===== src/rtl/router_ingress_ctrl.sv =====
// Ingress packet controller for the 1x3 router: sequences header decode, payload,
// parity load/check and drives the write-side controls of the synchroniser/FIFO stage.
module router_ingress_ctrl #(
    parameter int ADDR_W = 2
) (
    input  logic              clock,
    input  logic              reset,
    input  logic              pkt_valid,
    input  logic [ADDR_W-1:0] data_in,
    input  logic              fifo_full,
    input  logic              fifo_empty_0,
    input  logic              fifo_empty_1,
    input  logic              fifo_empty_2,
    input  logic              soft_reset_0,
    input  logic              soft_reset_1,
    input  logic              soft_reset_2,
    input  logic              parity_done,
    input  logic              low_pkt_valid,
    output logic              busy,
    output logic              detect_add,
    output logic              lfd_state,
    output logic              ld_state,
    output logic              laf_state,
    output logic              full_state,
    output logic              write_enb_reg,
    output logic              rst_int_reg
);

    typedef enum logic [3:0] {
        DECODE_ADDRESS     = 4'd0,
        LOAD_FIRST_DATA    = 4'd1,
        LOAD_DATA          = 4'd2,
        FIFO_FULL_STATE    = 4'd3,
        LOAD_AFTER_FULL    = 4'd4,
        LOAD_PARITY        = 4'd5,
        CHECK_PARITY_ERROR = 4'd6,
        WAIT_TILL_EMPTY    = 4'd7,
        DROP               = 4'd8
    } state_t;

    localparam logic [ADDR_W-1:0] ADDR_INV = '1;

    state_t            state;
    state_t            next_state;
    logic [ADDR_W-1:0] dest;
    logic [ADDR_W-1:0] addr_sel;
    logic              sel_empty;
    logic              sel_srst;

    always_ff @(posedge clock or posedge reset) begin
        if (reset) begin
            state <= DECODE_ADDRESS;
            dest  <= ADDR_INV;
        end else begin
            state <= next_state;
            if (state == DECODE_ADDRESS && pkt_valid)
                dest <= data_in;
        end
    end

    // While decoding, the header byte on data_in has not reached dest yet.
    always_comb begin
        addr_sel = (state == DECODE_ADDRESS) ? data_in : dest;
        if (addr_sel == ADDR_W'(0))      sel_empty = fifo_empty_0;
        else if (addr_sel == ADDR_W'(1)) sel_empty = fifo_empty_1;
        else if (addr_sel == ADDR_W'(2)) sel_empty = fifo_empty_2;
        else                             sel_empty = 1'b0;

        if (dest == ADDR_W'(0))          sel_srst = soft_reset_0;
        else if (dest == ADDR_W'(1))     sel_srst = soft_reset_1;
        else if (dest == ADDR_W'(2))     sel_srst = soft_reset_2;
        else                             sel_srst = 1'b0;
    end

    always_comb begin
        next_state    = state;
        busy          = 1'b0;
        detect_add    = 1'b0;
        lfd_state     = 1'b0;
        ld_state      = 1'b0;
        laf_state     = 1'b0;
        full_state    = 1'b0;
        write_enb_reg = 1'b0;
        rst_int_reg   = 1'b0;

        case (state)
            DECODE_ADDRESS: begin
                detect_add = 1'b1;
                if (pkt_valid) begin
                    if (data_in == ADDR_INV) next_state = DROP;
                    else if (sel_empty)      next_state = LOAD_FIRST_DATA;
                    else                     next_state = WAIT_TILL_EMPTY;
                end
            end
            LOAD_FIRST_DATA: begin
                lfd_state  = 1'b1;
                busy       = 1'b1;
                next_state = LOAD_DATA;
            end
            LOAD_DATA: begin
                ld_state      = 1'b1;
                write_enb_reg = 1'b1;
                if (fifo_full)       next_state = FIFO_FULL_STATE;
                else if (!pkt_valid) next_state = LOAD_PARITY;
            end
            FIFO_FULL_STATE: begin
                full_state = 1'b1;
                busy       = 1'b1;
                if (!fifo_full) next_state = LOAD_AFTER_FULL;
            end
            LOAD_AFTER_FULL: begin
                laf_state     = 1'b1;
                busy          = 1'b1;
                write_enb_reg = 1'b1;
                if (parity_done)        next_state = DECODE_ADDRESS;
                else if (low_pkt_valid) next_state = LOAD_PARITY;
                else                    next_state = LOAD_DATA;
            end
            LOAD_PARITY: begin
                busy          = 1'b1;
                write_enb_reg = 1'b1;
                next_state    = CHECK_PARITY_ERROR;
            end
            CHECK_PARITY_ERROR: begin
                busy        = 1'b1;
                rst_int_reg = 1'b1;
                next_state  = fifo_full ? FIFO_FULL_STATE : DECODE_ADDRESS;
            end
            WAIT_TILL_EMPTY: begin
                busy = 1'b1;
                if (sel_empty) next_state = LOAD_FIRST_DATA;
            end
            DROP: begin
                if (!pkt_valid) next_state = DECODE_ADDRESS;
            end
            default: next_state = DECODE_ADDRESS;
        endcase

        // A read timeout on the addressed output abandons the packet from any active state.
        if (state != DECODE_ADDRESS && state != DROP && sel_srst)
            next_state = DECODE_ADDRESS;
    end

endmodule

===== config.mk =====
export PLATFORM = sky130hd
export DESIGN_NAME = router_ingress_ctrl
export DESIGN_NICKNAME = d
export VERILOG_FILES = /design/src/rtl/router_ingress_ctrl.sv
export SDC_FILE = /design/constraint.sdc
export NUM_CORES = 1
export LEC_CHECK = 0
export CORE_AREA = 8 8 45 47
export DETAILED_ROUTE_END_ITERATION = 8
export DIE_AREA = 0 0 53 55
export GPL_ROUTABILITY_DRIVEN = 0
export PLACE_DENSITY_LB_ADDON = 0.15
export SLEW_MARGIN = 10
export SYNTH_ARGS = -nofsm -noshare
export SYNTH_HDL_FRONTEND = slang
export SYNTH_SLANG_ARGS = --single-unit

===== constraint.sdc =====
create_clock -name clock -period 3.35 [get_ports clock]
set_input_delay 0.67 -clock clock [delete_from_list [all_inputs] [get_ports clock]]
set_output_delay 0.67 -clock clock [all_outputs]
set_load 0.05 [all_outputs]

### Word-level counts from Yosys, hierarchy flattened

Index checks and enable logic that the tools add are counted.
W data, S select, Z words.

* register bits: 6
* word-level logic and storage cells: 59
* bits of input ports: 14
* output and inout port bits: 8

* muxes and demuxes: 28
* equality and inequality tests: 19
* reductions and logical operators: 10

Operators by type and width (number)
* $pmux W4 S9: 1
* $mux W4: 8
* $eq A4 B3 Y1 const B: 4
* $mux W1: 14
* $mux W3: 3
* $ne A3 B3 Y1 const B: 3
* $eq A4 B2 Y1 const B: 2
* $ne A4 B4 Y1 const B: 2
* $eq A2 B2 Y1 const B: 3
* $reduce_or A6 Y1: 1
* $reduce_and A5 Y1: 1
* $eq A2 B1 Y1 const B: 2
* $eq A4 B1 Y1 const B: 1
* $eq A4 B4 Y1 const B: 1
* $logic_not A2 Y1: 2
* $logic_not A4 Y1: 1
* $mux W2: 2
* $reduce_bool A4 Y1: 1
* $logic_and A1 B1 Y1: 3
* $ne A3 B2 Y1 const B: 1
* $reduce_or A3 Y1: 1

### Longest topological paths before layout

* depth after elaboration: 11
* depth in mapped cells: 6
* mapped depth without buffers: 5

### Worst setup path before layout

OpenSTA, ideal clock, no wires.

* path type: reg2out
* start: register state[3]
* end: output lfd_state
* path buffers: 1
* cell stages (with the launch flop): 3
* required time: 2680 ps
* slack: 431 ps
* arrival time: 2249 ps
* cell sequence: dfrtp_1 -> buf_2 -> nor4b_1

* word-level cells in the longest chain between the ends: 2

Ends and longest elaborated chain
* start, declared: RTL line 43 `state_t state;`
* start signal, assigned: RTL line 55 `state <= next_state;`
* $eq A4 B1 Y1: RTL line 86 `case (state)`
* $mux W1: RTL line 86
* end, declared: RTL line 21 `output logic lfd_state,`

Every way passes these cells.

### Worst setup path after layout

* start: register state[3]
* end: output laf_state

* word-level cells in the longest chain between the ends: 2

Ends and longest elaborated chain
* $eq A4 B3 Y1: RTL line 86
* $mux W1: RTL line 86
* end, declared: RTL line 23 `output logic laf_state,`

Every way passes these cells.

==> results.yml <==
logic_synthesis:
  syn_area_per_cell_um2: 7.891
  ys_ff_latch: 6
  yosys.area.top_type: "dfrtp_1"
  syn_nets: 89
  syn_area_um2: 591.8
  yosysSeqAreaShare: 0.2579
  netlist_instances: 75
  synth_top_cell_area_share: 0.1691
  synth.area.top_cells: "dfrtp_1 (17%), dfstp_2 (8.9%), mux2i_1 (8.5%)"
  yosysWarnings: 0
  synth_cell_type_count: 31
final_layout:
  final_cells: 112
  area_delta_synth_final_pct: 39.96
  n_fill_cell: 135
  layout_commonest_cell: "clkdlybuf4s50_1"
  layout_common_cells: "clkdlybuf4s50_1 (21), nand2_1 (8), nor2_1 (8)"
  fin_nets: 111
  num_antenna_cells: 0
  final_area_um2: 828.3
  drive_above_1_share: 0.1042
power:
  pwr-share-seq: 0.248
  p_comb_frac: 0.658
  peakVddDrop_v: 0.0004266
  leakagePower_nw: 0.3316
  p_int_mw: 0.3610
  switching_share: 0.5242
  p_sw_mw: 0.3978
  powerDensity_mw_per_mm2: 916.1
  clkPwrFrac: 0.094
clock_network:
  cts_buffers: 3
  path_clk_slew_ns: 0.05
  cts_root_buf: "clkbuf_4"
  cts_resized: 0
  clockBufferDepth: 2
  clock_latency_ns: 0.24
  post_cts_buffers: 0
  ctsHtreeMaxLevel: 1
  cts_hold_buf: 0
  cts.sinks: 6
  cts_tree: "yes"
setup_path:
  max_stage_delay_ns: 0.85
  critPathLaunchType: "flop"
  required_ns: 2.68
  r2r-start: "state[3]"
  rrSetupSlack_ns: 1.48
  path_max_fanout: 12
  reg2reg_depth: 5
  crit_chain: "nand2b_1 > nor3_1 > clkdlybuf4s50_1"
  cp.arrival_ns: 2.17
  slowest_stage: "clkdlybuf4s50_1"
  crit_path_end_kind: "output pin"
  r2r_end: "state[1]"
  critical_path_class: "flop to output pin"
grt:
  overflow: 0
  antenna_found_initial: 0
  grt_pass1_wl_um: 2711
  grt_usage: 0.1212
  grt_max_degree: 14
  grt_pass1_vias: 626
routing:
  drt_iter0_drc: 13
  vias_per_cell: 5.884
  vias: 659
  drt_first_pass_iters: 4
  ant_nets: 0
  drt-total-wl_um: 1662
  drcViolationCount: 0
  wire_per_inst_um: 14.84
sta:
  skew_ns: 0.009621
  rsz0062_at_grt: "no"
  finalMaxSlewViolations: 0
  setup_tns_ns: 0
  hold_viol_final: 0
  whs_ns: 0.6341
  maxSlewHeadroom: 0.6613
  fin_crit_sh: 0.8481
  timing.fmax_mhz: 352.0
  worst_pin_slew_ns: 0.5065
  setup_viol: 0
  min_period_ns: 2.841
place:
  place_inst: 108
  portBuffers: 21
  place_area_um2: 802.0
  place_hpwl_um: 1284
floorplan:
  io_pins: 22
  core_mm2: 0.001384
  die_h_um: 55
  start_util: 0.4277
  die_x_um: 53
  die_area_mm2: 0.002915
  rows: 14
job:
  cap_violations: 0
hold_path:
  hp-class: "input port to async pin"
status:
  outcome: "finished clean"
## sequential cells by signal, indices dropped and copies added (netlist names)
register  flops
state         4
dest          2
## cell usage after synthesis
| cell | number |
|---|---|
| o221a_2 | 1 |
| nand2_1 | 8 |
| mux2i_1 | 5 |
| o31a_1 | 1 |
| a21oi_1 | 3 |
| nor2b_1 | 3 |
| nor4_1 | 1 |
| mux2_2 | 1 |
| o311ai_1 | 1 |
| o31ai_1 | 2 |
| nand2b_1 | 2 |
| dfstp_2 | 2 |
| o21ai_2 | 1 |
| and3b_1 | 1 |
| nand4_1 | 1 |
| or3b_1 | 1 |
| o21ai_1 | 4 |
| buf_2 | 4 |
| inv_1 | 5 |
| nand4b_1 | 1 |
| and3_1 | 1 |
| a211oi_2 | 1 |
| nor2_1 | 8 |
| nor3_1 | 3 |
| nand3b_1 | 1 |
| nor4_4 | 1 |
| o21ai_0 | 3 |
| mux2_1 | 2 |
| nor4b_1 | 1 |
| dfrtp_1 | 4 |
| o22ai_1 | 2 |
## power groups by stage
stage	Sequential, mW	Clock (mW)	Combinational, mW
3_3_place_gp	0.186	0	0.496
2_1_floorplan	0.141	0	0.405
5_1_grt	0.199	0.0806	0.534
6_report	0.188	0.0712	0.500
3_5_place_dp	0.187	0	0.500
4_1_cts	0.186	0.0730	0.502
## critical path: cells and delay by family, from the launching register on
kind | cells | cell delay (ns)
buffers and inverters | 1 | 0.85
DFF | 1 | 0.54
and+or+nand+nor | 2 | 0.54
## logic make-up (layout without fill, tap and decap cells)
family,after synthesis,after routing,share of synthesized area
multiplexers,8,8,0.1416
flip-flops,6,6,0.2579
buffers and inverters,9,30,0.06554
AO/OA/AOI/OAI,19,19,0.2156
AND/OR/NAND/NOR,33,33,0.3193
## how the worst max path moves through the flow
stage | start | end | cells after the start
finish | state[3] | laf_state | 3
global route | state[2] | laf_state | 3
CTS | state[3] | laf_state | 3
detailed placement | state[3] | laf_state | 3
global placement | state[3] | detect_add | 2
floorplan | state[3] | lfd_state | 2
## per-stage QoR
| step | total power, mW | util | setup slack [ns] |
|---|---|---|---|
| 2_1_floorplan | 0.5463 | - | 0.4305 |
| 3_3_place_gp | 0.6819 | 0.5796 | 0.8203 |
| 3_5_place_dp | 0.6873 | 0.5796 | 0.7689 |
| 4_1_cts | 0.7607 | 0.5986 | 0.5093 |
| 5_1_grt | 0.8138 | 0.5986 | 0.3751 |
| 6_report | 0.7588 | 0.5986 | 0.5088 |
## layout make-up
class,count,area [um2],area share
Timing Repair Buffer,21,210.2,0.2538
Clock buffer,4,26.28,0.03172
Sequential cell,6,152.6,0.1843
Tap cell,16,20.02,0.02417
Multi-Input combinational cell,60,400.4,0.4834
Inverter,5,18.77,0.02266
## metal layers
metal  vias up  global-route usage  routed length [um]
met5         -                   0                   0
met4         0             0.04310                   8
met3         2             0.03476                 160
met2        35              0.2012                 809
met1       303              0.1459                 684
li1        319                   -                   -
Power figures use the tool's default switching activity.
